## src/rtl/trap_sequencer_if.sv

```systemverilog
// Trap sequencer bus interface: exception codes and PCs from the pipeline
// in, CSR write strobes, PC redirect and permission flags out.
// The master side is the pipeline/CSR environment, the slave side is the
// trap_sequencer itself.
// Optional macro TRAP_SEQUENCER_MTVAL_EN adds the mtval write channel.
// Shared width and exception-code encodings are defined here, guarded, so
// every file of the block sees the same values.

`ifndef XLEN_32b
`define XLEN_32b 1
`endif
`ifndef XLEN_64b
`define XLEN_64b 2
`endif

`ifndef NO_E
`define NO_E                     4'hF
`endif
`ifndef E_FETCH_ADDR_MISALIGNED
`define E_FETCH_ADDR_MISALIGNED  4'd0
`endif
`ifndef E_FETCH_ACCESS_FAULT
`define E_FETCH_ACCESS_FAULT     4'd1
`endif
`ifndef E_ILLEGAL_INSTR
`define E_ILLEGAL_INSTR          4'd2
`endif
`ifndef E_BREAKPOINT
`define E_BREAKPOINT             4'd3
`endif
`ifndef E_LOAD_ADDR_MISALIGNED
`define E_LOAD_ADDR_MISALIGNED   4'd4
`endif
`ifndef E_LOAD_ACCESS_FAULT
`define E_LOAD_ACCESS_FAULT      4'd5
`endif
`ifndef E_STORE_ADDR_MISALIGNED
`define E_STORE_ADDR_MISALIGNED  4'd6
`endif
`ifndef E_STORE_ADDR_FAULT
`define E_STORE_ADDR_FAULT       4'd7
`endif
`ifndef E_ECALL
`define E_ECALL                  4'd11
`endif

interface trap_sequencer_if #(
    parameter int W = 64
);
    logic [3:0]   i_exception_code_f;
    logic [3:0]   i_exception_code_e;
    logic [W-1:0] i_pc_f;
    logic [W-1:0] i_pc_e;
    logic [W-1:0] i_alu_out_e;
    logic         i_mret_e;
    logic [W-1:0] i_mepc_csr;

    logic         o_flush;
    logic         o_redirect_valid;
    logic [W-1:0] o_redirect_pc;
    logic         o_mcause_we;
    logic         o_mepc_we;
    logic [3:0]   o_mcause;
    logic [W-1:0] o_mepc;
    logic         o_reset_permission;
    logic         o_trap_permission;
    logic         o_halt;
`ifdef TRAP_SEQUENCER_MTVAL_EN
    logic [W-1:0] o_mtval;
    logic         o_mtval_we;
`endif

    modport master (
        output i_exception_code_f, i_exception_code_e, i_pc_f, i_pc_e,
               i_alu_out_e, i_mret_e, i_mepc_csr,
        input  o_flush, o_redirect_valid, o_redirect_pc, o_mcause_we,
               o_mepc_we, o_mcause, o_mepc, o_reset_permission,
               o_trap_permission, o_halt
`ifdef TRAP_SEQUENCER_MTVAL_EN
        , input o_mtval, o_mtval_we
`endif
    );

    modport slave (
        input  i_exception_code_f, i_exception_code_e, i_pc_f, i_pc_e,
               i_alu_out_e, i_mret_e, i_mepc_csr,
        output o_flush, o_redirect_valid, o_redirect_pc, o_mcause_we,
               o_mepc_we, o_mcause, o_mepc, o_reset_permission,
               o_trap_permission, o_halt
`ifdef TRAP_SEQUENCER_MTVAL_EN
        , output o_mtval, o_mtval_we
`endif
    );
endinterface

```

## src/rtl/trap_sequencer.sv

```systemverilog
// Trap sequencer: picks the oldest pending exception, flushes F/D/E, writes
// mcause/mepc, redirects to the trap vector and handles mret. Owns the
// reset-region and trap-region execution permission flags.
// Optional macro TRAP_SEQUENCER_MTVAL_EN adds the mtval register and
// its write strobe; without it the mtval path is absent entirely.

module trap_sequencer #(
    parameter int                  XLEN        = `XLEN_64b,
    parameter int                  PC_WIDTH    = 1 << (XLEN + 4),
    parameter logic [PC_WIDTH-1:0] TRAP_VECTOR = '0
) (
    input  logic             i_clk,
    input  logic             i_rst,
    trap_sequencer_if.slave  bus
);

    // Bits 20:18 of the fetch PC identify the code region being fetched.
    localparam logic [2:0] TEXT_REGION = 3'b010;

    typedef enum logic [2:0] {
        ST_BOOT,
        ST_RUN,
        ST_FLUSH,
        ST_SAVE,
        ST_ENTER,
        ST_IN_TRAP,
        ST_RETURN,
        ST_HALT
    } state_t;

    state_t              state_q;
    state_t              state_d;

    logic                exc_f;
    logic                exc_e;
    logic                exc_any;
    logic [3:0]          sel_cause;
    logic [PC_WIDTH-1:0] sel_epc;
    logic [3:0]          cause_q;
    logic [PC_WIDTH-1:0] epc_q;

    // Exception detection and oldest-first selection (execute is older).
    always_comb begin
        exc_f     = (bus.i_exception_code_f != `NO_E);
        exc_e     = (bus.i_exception_code_e != `NO_E);
        exc_any   = exc_f || exc_e;
        sel_cause = exc_e ? bus.i_exception_code_e : bus.i_exception_code_f;
        sel_epc   = exc_e ? bus.i_pc_e : bus.i_pc_f;
    end

    // State register; reset is synchronous and wins from any state.
    always_ff @(posedge i_clk) begin
        // NOTE: sequential state uses non-blocking assignments so every
        // register samples pre-edge values regardless of block ordering.
        if (i_rst) begin
            state_q <= ST_BOOT;
        end else begin
            state_q <= state_d;
        end
    end

    // Capture cause and faulting PC when a trap is accepted in RUN.
    always_ff @(posedge i_clk) begin
        // NOTE: these data registers are not reset; they are only driven
        // onto the CSR bus in SAVE, which is always preceded by a capture.
        if (state_q == ST_RUN && exc_any) begin
            cause_q <= sel_cause;
            epc_q   <= sel_epc;
        end
    end

`ifdef TRAP_SEQUENCER_MTVAL_EN
    logic [PC_WIDTH-1:0] sel_mtval;
    logic [PC_WIDTH-1:0] mtval_q;

    // mtval source: data address for load/store faults, PC for fetch faults.
    always_comb begin
        sel_mtval = '0;
        case (sel_cause)
            `E_LOAD_ADDR_MISALIGNED,
            `E_LOAD_ACCESS_FAULT,
            `E_STORE_ADDR_MISALIGNED,
            `E_STORE_ADDR_FAULT:      sel_mtval = bus.i_alu_out_e;
            `E_FETCH_ADDR_MISALIGNED,
            `E_FETCH_ACCESS_FAULT:    sel_mtval = sel_epc;
            default:                  sel_mtval = '0;
        endcase
    end

    // mtval is latched on the same edge as cause and epc.
    always_ff @(posedge i_clk) begin
        if (state_q == ST_RUN && exc_any) begin
            mtval_q <= sel_mtval;
        end
    end
`else
    // The execute address only feeds mtval, which this build omits.
    logic unused_alu_out;
    assign unused_alu_out = ^bus.i_alu_out_e;
`endif

    // Next-state and Moore outputs; CSR strobes and redirects are single
    // cycle because each lives in a one-cycle state.
    always_comb begin
        // NOTE: every output gets a default first so no path leaves a
        // signal unassigned and infers a latch.
        state_d                = state_q;
        bus.o_flush            = 1'b0;
        bus.o_redirect_valid   = 1'b0;
        bus.o_redirect_pc      = '0;
        bus.o_mcause_we        = 1'b0;
        bus.o_mepc_we          = 1'b0;
        bus.o_mcause           = '0;
        bus.o_mepc             = '0;
        bus.o_reset_permission = 1'b0;
        bus.o_trap_permission  = 1'b0;
        bus.o_halt             = 1'b0;
`ifdef TRAP_SEQUENCER_MTVAL_EN
        bus.o_mtval            = '0;
        bus.o_mtval_we         = 1'b0;
`endif

        case (state_q)
            ST_BOOT: begin
                bus.o_reset_permission = 1'b1;
                if (exc_any) begin
                    state_d = ST_HALT;
                end else if (bus.i_pc_f[20:18] == TEXT_REGION) begin
                    state_d = ST_RUN;
                end
            end
            ST_RUN: begin
                if (exc_any) begin
                    state_d = ST_FLUSH;
                end
            end
            ST_FLUSH: begin
                bus.o_flush = 1'b1;
                state_d     = ST_SAVE;
            end
            ST_SAVE: begin
                bus.o_flush     = 1'b1;
                bus.o_mcause_we = 1'b1;
                bus.o_mepc_we   = 1'b1;
                bus.o_mcause    = cause_q;
                bus.o_mepc      = epc_q;
`ifdef TRAP_SEQUENCER_MTVAL_EN
                bus.o_mtval_we  = 1'b1;
                bus.o_mtval     = mtval_q;
`endif
                state_d         = ST_ENTER;
            end
            ST_ENTER: begin
                bus.o_redirect_valid  = 1'b1;
                bus.o_redirect_pc     = TRAP_VECTOR;
                bus.o_trap_permission = 1'b1;
                state_d               = ST_IN_TRAP;
            end
            ST_IN_TRAP: begin
                bus.o_trap_permission = 1'b1;
                if (exc_any) begin
                    state_d = ST_HALT;
                end else if (bus.i_mret_e) begin
                    state_d = ST_RETURN;
                end
            end
            ST_RETURN: begin
                bus.o_flush           = 1'b1;
                bus.o_redirect_valid  = 1'b1;
                bus.o_redirect_pc     = bus.i_mepc_csr;
                bus.o_trap_permission = 1'b1;
                state_d               = ST_RUN;
            end
            ST_HALT: begin
                bus.o_flush = 1'b1;
                bus.o_halt  = 1'b1;
            end
            default: begin
                state_d = ST_BOOT;
            end
        endcase
    end

endmodule

```

## src/flat_wrapper.sv

```systemverilog
// flat-port wrapper written by rule: the top's interface ports become plain ports
module trap_sequencer_flat 
#(
    parameter int                  XLEN        = `XLEN_64b,
    parameter int                  PC_WIDTH    = 1 << (XLEN + 4),
    parameter logic [PC_WIDTH-1:0] TRAP_VECTOR = '0
)
  (i_clk, i_rst, bus_i_exception_code_f, bus_i_exception_code_e, bus_i_pc_f, bus_i_pc_e, bus_i_alu_out_e, bus_i_mret_e, bus_i_mepc_csr, bus_o_flush, bus_o_redirect_valid, bus_o_redirect_pc, bus_o_mcause_we, bus_o_mepc_we, bus_o_mcause, bus_o_mepc, bus_o_reset_permission, bus_o_trap_permission, bus_o_halt);
  trap_sequencer_if #(.W((64))) bus_i ();
  input  logic i_clk;
  input  logic i_rst;
  input wire logic [$bits(bus_i.i_exception_code_f)-1:0] bus_i_exception_code_f;
  input wire logic [$bits(bus_i.i_exception_code_e)-1:0] bus_i_exception_code_e;
  input wire logic [$bits(bus_i.i_pc_f)-1:0] bus_i_pc_f;
  input wire logic [$bits(bus_i.i_pc_e)-1:0] bus_i_pc_e;
  input wire logic [$bits(bus_i.i_alu_out_e)-1:0] bus_i_alu_out_e;
  input wire logic [$bits(bus_i.i_mret_e)-1:0] bus_i_mret_e;
  input wire logic [$bits(bus_i.i_mepc_csr)-1:0] bus_i_mepc_csr;
  output wire logic [$bits(bus_i.o_flush)-1:0] bus_o_flush;
  output wire logic [$bits(bus_i.o_redirect_valid)-1:0] bus_o_redirect_valid;
  output wire logic [$bits(bus_i.o_redirect_pc)-1:0] bus_o_redirect_pc;
  output wire logic [$bits(bus_i.o_mcause_we)-1:0] bus_o_mcause_we;
  output wire logic [$bits(bus_i.o_mepc_we)-1:0] bus_o_mepc_we;
  output wire logic [$bits(bus_i.o_mcause)-1:0] bus_o_mcause;
  output wire logic [$bits(bus_i.o_mepc)-1:0] bus_o_mepc;
  output wire logic [$bits(bus_i.o_reset_permission)-1:0] bus_o_reset_permission;
  output wire logic [$bits(bus_i.o_trap_permission)-1:0] bus_o_trap_permission;
  output wire logic [$bits(bus_i.o_halt)-1:0] bus_o_halt;
  assign bus_i.i_exception_code_f = bus_i_exception_code_f;
  assign bus_i.i_exception_code_e = bus_i_exception_code_e;
  assign bus_i.i_pc_f = bus_i_pc_f;
  assign bus_i.i_pc_e = bus_i_pc_e;
  assign bus_i.i_alu_out_e = bus_i_alu_out_e;
  assign bus_i.i_mret_e = bus_i_mret_e;
  assign bus_i.i_mepc_csr = bus_i_mepc_csr;
  assign bus_o_flush = bus_i.o_flush;
  assign bus_o_redirect_valid = bus_i.o_redirect_valid;
  assign bus_o_redirect_pc = bus_i.o_redirect_pc;
  assign bus_o_mcause_we = bus_i.o_mcause_we;
  assign bus_o_mepc_we = bus_i.o_mepc_we;
  assign bus_o_mcause = bus_i.o_mcause;
  assign bus_o_mepc = bus_i.o_mepc;
  assign bus_o_reset_permission = bus_i.o_reset_permission;
  assign bus_o_trap_permission = bus_i.o_trap_permission;
  assign bus_o_halt = bus_i.o_halt;
  trap_sequencer #(.XLEN(XLEN), .PC_WIDTH(PC_WIDTH), .TRAP_VECTOR(TRAP_VECTOR)) u_core (.i_clk(i_clk), .i_rst(i_rst), .bus(bus_i));
endmodule
```

## config.mk

```make
export PLATFORM = sky130hd
export DESIGN_NAME = trap_sequencer_flat
export DESIGN_NICKNAME = d
export VERILOG_FILES = /design/src/rtl/trap_sequencer_if.sv /design/src/rtl/trap_sequencer.sv /design/src/flat_wrapper.sv
export SDC_FILE = /design/constraint.sdc
export NUM_CORES = 1
export LEC_CHECK = 0
export CORE_AREA = 4 4 158 160
export DETAILED_ROUTE_END_ITERATION = 8
export DIE_AREA = 0 0 162 164
export PLACE_DENSITY = 0.55
export SYNTH_ARGS = -nofsm -noshare
export SYNTH_HDL_FRONTEND = slang
export SYNTH_SLANG_ARGS = --single-unit
```

## constraint.sdc

```tcl
create_clock -name i_clk -period 8.4 [get_ports i_clk]
set_input_delay 1.68 -clock i_clk [delete_from_list [all_inputs] [get_ports i_clk]]
set_output_delay 1.68 -clock i_clk [all_outputs]
set_load 0.05 [all_outputs]
```

Word-level counts from Yosys, hierarchy flattened

Cells that the tools add are included.

Register bits: 71
Input bits: 267
Output and inout bits: 139
Word-level logic and storage cells: 41

Equal/unequal tests: 13
Muxes and demuxes: 17
Reductions and logical operators: 8

Operators with widths:

| kind                                                  | number |
|---|---|
| two-way mux 64 bit                                    | 3 |
| case mux 3 bit (7 select lines)                       | 1 |
| two-way mux 3 bit                                     | 5 |
| == test 3 bit, second input constant                  | 4 |
| == test 3 x 2 -> 1 bit, second input constant         | 3 |
| two-way mux 4 bit                                     | 2 |
| inequality test 4 bit, second input constant          | 2 |
| nonzero test 7 bit                                    | 1 |
| two-way mux 1 bit                                     | 6 |
| AND reduction 4 bit                                   | 1 |
| OR reduction 4 bit                                    | 1 |
| == test 3 x 1 -> 1 bit, second input constant         | 1 |
| zero test 3 bit                                       | 1 |
| inequality test 3 x 1 -> 1 bit, second input constant | 1 |
| inequality test 3 x 2 -> 1 bit, second input constant | 1 |
| OR reduction 3 bit                                    | 1 |
| inequality test 2 x 1 -> 1 bit, second input constant | 1 |
| OR reduction 2 bit                                    | 1 |
| logical AND 1 bit                                     | 1 |
| logical OR 1 bit                                      | 1 |

Depth between registers and ports, before layout

Depth after elaboration: 4
Depth in mapped cells: 7
Depth with buffers taken out: 5

Least setup slack after synthesis

Ideal clock, no wire load.

Path kind: input -> register
Start: input bus_i_exception_code_e[2]
End: register u_core.cause_q[0] (enable)
Library setup time: 592 ps
Data arrival time: 7030 ps
Path slack: 779 ps
Stages: 4
Buffers on the path: 1
Cells stage by stage: nand4_1 > or2_1 > buf_2 > nor3b_1

Cells in the longest elaborated chain, start to end: 3

RTL lines:

| element                                | line                 | text |
|---|---|---|
| start, declared                        | flat_wrapper.sv:13   | `input wire logic [$bits(bus_i.i_exception_code_e)-1:0] bus_i_exception_code_e;` |
| inequality test 4 bit (no source line) | n/a                  |  |
| logical OR 1 bit                       | trap_sequencer.sv:46 | `exc_any = exc_f \|\| exc_e;` |
| logical AND 1 bit                      | trap_sequencer.sv:66 | `if (state_q == ST_RUN && exc_any) begin` |
| end signal, assigned                   | trap_sequencer.sv:67 | `cause_q <= sel_cause;` |
| end, declared                          | trap_sequencer.sv:39 | `logic [3:0] cause_q;` |

Every way passes these cells.
A chain may end at the register's enable or synchronous reset.

Worst setup path after layout

Start: input bus_i_mepc_csr[55]
End: output bus_o_redirect_pc[55]

Cells in the longest elaborated chain, start to end: 1

RTL lines:

| element            | line                  | text |
|---|---|---|
| start, declared    | flat_wrapper.sv:18    | `input wire logic [$bits(bus_i.i_mepc_csr)-1:0] bus_i_mepc_csr;` |
| two-way mux 64 bit | trap_sequencer.sv:123 | `case (state_q)` |
| end, declared      | flat_wrapper.sv:21    | `output wire logic [$bits(bus_i.o_redirect_pc)-1:0] bus_o_redirect_pc;` |

Every way passes these cells.

==> impl_metrics.prom <==
# TYPE chip_impl_metric gauge
chip_impl_metric{name="postRouteWirelength",unit="mm"} 16.3
chip_impl_metric{name="synth-warning-count",unit=""} 0
chip_impl_metric{name="setup_total_negative_slack",unit="ns"} 0
chip_impl_metric{name="initial_utilization",unit=""} 0.175
chip_impl_metric{name="worstSkewPairLatency",unit="ns"} 0.34
chip_impl_metric{name="cts_max_level",unit=""} 3
chip_impl_metric{name="cts.clk_slew.worst_paths",unit="ns"} 0.06
chip_impl_metric{name="first_global_vias",unit=""} 4090
chip_impl_metric{name="finalWorstPathRequiredPeriod",unit="ns"} 4.88
chip_impl_metric{name="grt_max_degree",unit=""} 75
chip_impl_info{name="crit-reg2reg-capture",value="u_core.epc_q[26]"} 1
chip_impl_info{name="holdCritStartpoint",value="u_core.state_q[0]"} 1
chip_impl_metric{name="cts.sink_count",unit=""} 71
chip_impl_metric{name="hold-worst-slack",unit="ns"} 0.624
chip_impl_metric{name="die_height",unit="um"} 164
chip_impl_metric{name="io_buffers",unit=""} 341
chip_impl_metric{name="synth_async_sr_flop_share",unit=""} 0
chip_impl_info{name="status",value="finished, final reports clean"} 1
chip_impl_metric{name="worst_ep_arrival_time",unit="ns"} 3.20
chip_impl_info{name="cp-end-kind",value="output pin"} 1
chip_impl_metric{name="gp_routability_congestion",unit=""} 0.751
chip_impl_metric{name="fin_worst_skew",unit="ns"} 0.0130
chip_impl_metric{name="syn-num-nets",unit=""} 613
chip_impl_metric{name="regToRegSetupSlack",unit="ns"} 5.94
chip_impl_metric{name="number_of_distinct_library_cells_after_synthesis",unit=""} 33
chip_impl_metric{name="setup_violations",unit=""} 0
chip_impl_metric{name="synth_enable_flop_cells",unit=""} 68
chip_impl_metric{name="max_slew.worst_pin.slew",unit="ns"} 1.07
chip_impl_metric{name="final.period_utilization",unit=""} 0.581
chip_impl_info{name="rr_startpoint",value="u_core.state_q[1]"} 1
chip_impl_metric{name="grt_pass1_wl",unit="mm"} 23.4
chip_impl_info{name="worst_min_delay_path_class",value="flip-flop to flip-flop"} 1
chip_impl_metric{name="wl_met3",unit="mm"} 1.95
chip_impl_metric{name="worst_slew_margin_rel",unit=""} 0.287
chip_impl_metric{name="max_slew_violation_count",unit=""} 0
chip_impl_metric{name="post-cts-setup-buffers",unit=""} 0
chip_impl_metric{name="max_freq",unit="GHz"} 0.205
chip_impl_metric{name="timing.critical_path.fanout_max",unit=""} 1
chip_impl_metric{name="die_area",unit="um^2"} 26600
chip_impl_metric{name="area_delta_synth_final",unit="%"} 98.2
chip_impl_metric{name="power_density",unit="nW/um^2"} 229
chip_impl_metric{name="antenna_left",unit=""} 0
chip_impl_metric{name="drv.max_cap_violation_count",unit=""} 0
chip_impl_metric{name="grt_overflow_total",unit=""} 0
chip_impl_metric{name="sequential_element_share_of_the_synthesized_area",unit=""} 0.514
chip_impl_metric{name="ioPinCount",unit=""} 406
chip_impl_metric{name="ctsHoldBuffers",unit=""} 0
chip_impl_metric{name="grt_util_all_layers",unit=""} 0.115
chip_impl_metric{name="whs_path_depth",unit=""} 2
chip_impl_metric{name="post_route_cells_drive_above_1_share",unit=""} 0.134
chip_impl_metric{name="detailedRoute.firstPassIterationCount",unit=""} 4
chip_impl_metric{name="first_iter_violations",unit=""} 183
chip_impl_metric{name="detail_route.wl_per_cell",unit="um"} 16.5
chip_impl_metric{name="leakagePower",unit="uW"} 0.00306
chip_impl_metric{name="fin_nets",unit=""} 936
chip_impl_metric{name="detail_route.wirelength.met1",unit="mm"} 5.91
chip_impl_info{name="unrepaired_setup_endpoints_after_global_routing",value="no"} 1
chip_impl_metric{name="die_x",unit="um"} 162
chip_impl_metric{name="mappedNetlistArea",unit="um^2"} 4090
chip_impl_metric{name="final_util",unit=""} 0.346
chip_impl_metric{name="tritoncts.num_buffers",unit=""} 9
chip_impl_metric{name="clock_tree.buffer_depth",unit=""} 2
chip_impl_metric{name="grt_antenna_before_repair",unit=""} 0
chip_impl_metric{name="cells_after_synthesis",unit=""} 345
chip_impl_metric{name="antenna-diode-count",unit=""} 0
chip_impl_metric{name="dr_total_vias",unit=""} 3962
chip_impl_metric{name="ys_seq_elements",unit=""} 71
chip_impl_info{name="critical_path.startpoint_type",value="primary input"} 1
chip_impl_metric{name="route.met2.wl",unit="mm"} 8.34
chip_impl_info{name="highest_layer",value="met4"} 1
chip_impl_info{name="cts_tree",value="done"} 1
chip_impl_metric{name="reg2reg_depth",unit=""} 4
chip_impl_metric{name="rows",unit=""} 56
chip_impl_info{name="timing.setup.critical_path_class",value="primary input to output pin"} 1
chip_impl_metric{name="core_area",unit="um^2"} 23400
chip_impl_metric{name="syn-mean-instance-area",unit="um^2"} 11.9
chip_impl_metric{name="power",unit="uW"} 1860
chip_impl_info{name="yosys_most_used_dff",value="sky130_fd_sc_hd__edfxtp_1"} 1
chip_impl_info{name="whs_endpoint",value="u_core.state_q[0]"} 1
chip_impl_metric{name="vias_per_cell",unit=""} 3.99
chip_impl_metric{name="critPathRequiredTime",unit="ns"} 6.72
chip_impl_metric{name="cts_repair_resize_count",unit=""} 0
chip_impl_metric{name="finalHoldViolCount",unit=""} 0
chip_impl_info{name="cts_root_buffer",value="sky130_fd_sc_hd__clkbuf_16"} 1
chip_impl_metric{name="peakVddDrop",unit="mV"} 0.120
chip_impl_metric{name="hpwl_dp",unit="mm"} 12.7
chip_impl_metric{name="drcViolationCount",unit=""} 0
## registers in the layout (all words and copies together) (netlist names)
name	flops
u_core.epc_q	64
u_core.cause_q	4
u_core.state_q	3
## cells in the final DEF, fill, tap and decap left out, types with 3 or more instances in the layout
cell / Yosys / layout
sky130_fd_sc_hd__dfxtp_1: 3 / 3
sky130_fd_sc_hd__nand2_1: 3 / 3
sky130_fd_sc_hd__clkdlybuf4s50_1: 0 / 341
sky130_fd_sc_hd__clkbuf_16: 0 / 9
sky130_fd_sc_hd__edfxtp_1: 68 / 68
sky130_fd_sc_hd__a211oi_1: 3 / 3
sky130_fd_sc_hd__and3_1: 65 / 65
sky130_fd_sc_hd__inv_1: 7 / 7
sky130_fd_sc_hd__buf_4: 1 / 4
sky130_fd_sc_hd__mux2_2: 65 / 65
sky130_fd_sc_hd__and2_1: 70 / 70
sky130_fd_sc_hd__inv_6: 0 / 4
sky130_fd_sc_hd__o21ai_0: 4 / 4
## logic make-up after synthesis
kind of cell | count (synthesis) | synth area share
adder cells (fa/ha/maj) | 1 | 0.00306
buffers and inverters | 40 | 0.0416
multiplexers | 66 | 0.181
AO/OA/AOI/OAI | 16 | 0.0300
flip-flops | 71 | 0.514
AND/OR/NAND/NOR | 151 | 0.230
## area by class of cell
cell class | instances | area, um^2
clock inverters | 7 | 76.3
clock buffers | 9 | 225
repair buffers | 345 | 3440
flip-flops and latches | 71 | 2100
multi-input cells | 234 | 1840
well taps | 319 | 399
inverters | 7 | 26.3
fillers | 2405 | 15300
## routing by layer
| metal | track usage | vias to the layer above |
|---|---|---|
| met5 | 0 | - |
| li1 | - | 1895 |
| met4 | 0.0300 | 0 |
| met3 | 0.0502 | 9 |
| met1 | 0.122 | 1828 |
| met2 | 0.209 | 230 |
## worst max-delay path by stage
stage,from,cells past startpoint,to,slack [ns]
4_1_cts,u_core.state_q[1],6,bus_o_mcause[1],3.40
3_3_place_gp,bus_i_mepc_csr[1],3,bus_o_redirect_pc[1],3.51
6_report,bus_i_mepc_csr[55],3,bus_o_redirect_pc[55],3.52
3_5_place_dp,bus_i_mepc_csr[55],3,bus_o_redirect_pc[55],3.51
5_1_grt,u_core.state_q[1],6,bus_o_mepc[16],3.21
2_1_floorplan,bus_i_exception_code_e[2],4,u_core.cause_q[0],0.78
## per-stage QoR
step	instances	area (um^2)	setup slack [ns]
3_3_place_gp	976	7810	3.51
3_5_place_dp	976	7810	3.51
4_1_cts	992	8110	3.40
5_1_grt	992	8110	3.21
6_report	992	8110	3.52
2_1_floorplan	345	4090	0.779
## power breakdown
part / total [uW] / internal [uW] / switching [uW] / leakage (uW)
Sequential: 528 / 501 / 27.4 / 0.000653
Clock: 393 / 233 / 160 / 0.000145
Combinational: 938 / 336 / 602 / 0.00226
Total: 1860 / 1070 / 790 / 0.00306
## worst max-delay path: stages
cell and delay (ns):
sky130_fd_sc_hd__clkdlybuf4s50_1 0.44, sky130_fd_sc_hd__and3_1 0.23, sky130_fd_sc_hd__clkdlybuf4s50_1 0.84
## synthesized netlist by cell type, types with 2 or more instances
master                     number  area share
sky130_fd_sc_hd__o21ai_0        4      0.0049
sky130_fd_sc_hd__edfxtp_1      68        0.50
sky130_fd_sc_hd__buf_2         11       0.013
sky130_fd_sc_hd__nand2_1        3      0.0028
sky130_fd_sc_hd__o31a_1         2      0.0043
sky130_fd_sc_hd__mux2_2        65        0.18
sky130_fd_sc_hd__a211oi_1       3      0.0055
sky130_fd_sc_hd__clkbuf_1      19       0.017
sky130_fd_sc_hd__nand2b_1       2      0.0031
sky130_fd_sc_hd__nand4_1        2      0.0031
sky130_fd_sc_hd__nor3b_1        2      0.0037
sky130_fd_sc_hd__and3_1        65       0.099
sky130_fd_sc_hd__and2_1        70        0.11
sky130_fd_sc_hd__clkbuf_2       2      0.0024
sky130_fd_sc_hd__inv_1          7      0.0064
sky130_fd_sc_hd__dfxtp_1        3       0.015
Note: power is estimated with default switching activity, not from simulation.
==> variant: new RTL, same settings <==
Re-encode `state_t` (8 states) as one-hot, 8 bits wide.
--- a/src/rtl/trap_sequencer.sv
+++ b/src/rtl/trap_sequencer.sv
@@ -17,15 +17,15 @@
     // Bits 20:18 of the fetch PC identify the code region being fetched.
     localparam logic [2:0] TEXT_REGION = 3'b010;
 
-    typedef enum logic [2:0] {
-        ST_BOOT,
-        ST_RUN,
-        ST_FLUSH,
-        ST_SAVE,
-        ST_ENTER,
-        ST_IN_TRAP,
-        ST_RETURN,
-        ST_HALT
+    typedef enum logic [7:0] {
+        ST_BOOT    = 8'b00000001,
+        ST_RUN     = 8'b00000010,
+        ST_FLUSH   = 8'b00000100,
+        ST_SAVE    = 8'b00001000,
+        ST_ENTER   = 8'b00010000,
+        ST_IN_TRAP = 8'b00100000,
+        ST_RETURN  = 8'b01000000,
+        ST_HALT    = 8'b10000000
     } state_t;
 
     state_t              state_q;
Behaviour: no difference found for any inputs over 10 cycles, from zero or initial values and one cycle with i_rst high; not proved beyond that.
==> variant against the original RTL <==
- first-iteration DRC count shrank 45%
- area after synthesis grew 7.8%
- wire length grew 5.0%
- final area grew 3.9%
- worst setup slack lost 0.35 ns
- count of clock-buffer cells in the layout is the same
- sequential cell count grew 5
- sequential share of layout area grew 0.21 points
- via count grew 2.5%
- critical endpoint is now bus_o_mepc[56]
- highest routed layer unchanged
Power is not compared: it rests on default switching activity, and its combinational part moved more than twofold at a synthesized area within 25%.
==> variant: results (changes against the original RTL) <==
Clock Tree Root = clkbuf_16
Top cells by area, synth = edfxtp_1 (46%), and2_1 (19%), mux2_2 (17%)
Met3 WL = 2230 um (+14%)
First-pass GRT wire length = 24500 um (+4.5%)
Final clock skew = 0.0107 ns (-0.00232 ns)
Worst-path maximum fanout = 45 (+44)
Synthesized Nets = 649 (+5.9%)
Nets = 975 (+4.2%)
Synth unique cells = 41 (+24%)
GPL Wtd Cong = 0.763 (+1.6%)
List of most frequent post-synthesis cells = and2_1 (132), edfxtp_1 (68), mux2_2 (65)
Crit path DAT = 3.55 ns (+0.35 ns)
Seq/Total Area, Yosys = 49.9% (-1.5 points)
DP HPWL = 13600 um (+7.7%)
Vias = 4061 (+2.5%)
Met2 wire len = 8480 um (+1.6%)
Top flop regs = u_core.epc_q: 64 flops, u_core.state_q: 8 flops, u_core.cause_q: 4 flops
GR Util All Layers = 12.2% (+0.73 points)
Worst setup EP type = primary output
Outcome = finished, final reports clean
DRT iter0 DRCs = 100 (-45%)
Slew @ Worst Pin = 0.965 ns (-0.102 ns)
Largest net degree at the start of global routing = 69 (-8.0%)
WL met1 = 5950 um (+0.61%)
Vias in the first global route = 4168 (+1.9%)
Layout cells sized above 1 = 13.2% (-0.19 points)
-- variant: area by class of cell --
cell class	count	area [um^2]
fill	2380	15000
timing repair buffer	345	3440
sequential	76	2200
multi-input combinational	269	2040
tap	319	399
clock buffer	9	225
clock inverter	7	87.6
inverter	7	26.3
-- variant: where the power goes --
part,switching [mW],total [mW],internal (mW)
logic,0.0588,0.180,0.121
registers,0.00951,0.430,0.421
clock network,0.181,0.420,0.239
total,0.250,1.03,0.781
-- variant: worst max-delay path, delay by kind of cell (launching register included) --
family        cells  cell delay, ns
flops             1            0.47
buf+inv           2            1.34
simple gates      4            1.37
-- variant: through the flow --
| stage | area, um^2 | instances | setup slack, ns |
|---|---|---|---|
| after CTS | 8430 | 1032 | 3.00 |
| after detailed placement | 8110 | 1016 | 3.40 |
| after global placement | 8110 | 1016 | 3.38 |
| final | 8430 | 1032 | 3.17 |
| after global routing | 8430 | 1032 | 2.82 |
| after floorplan | 4410 | 382 | 0.950 |
-- variant: kinds of logic (layout without fill, tap and decap cells) --
logic type      count (synthesis)  in the layout  share of synthesized area (%)
flops                          76             76                           49.9
simple gates                  181            181                           25.4
compound gates                 19             19                           3.23
mux                            65             65                           16.6
buf+inv                        37            368                           4.00
xor+xnor                        4              4                          0.794
-- variant: final timing paths --
path | startpoint | end | slack [ns] | cells after the start
max reg2reg | u_core.state_q[2] | u_core.epc_q[19] | 5.98 | 3
max | u_core.state_q[4] | bus_o_mepc[56] | 3.17 | 6
min | u_core.state_q[2] | u_core.state_q[3] | 0.62 | 1
min reg2reg | u_core.state_q[2] | u_core.state_q[3] | 0.62 | 1
-- variant: layer usage --
metal | vias to the layer above | global-route usage (%)
met1 | 1825 | 11.9
met3 | 16 | 6.17
met4 | 0 | 4.81
met2 | 235 | 22.1
met5 | - | 0
li1 | 1985 | -
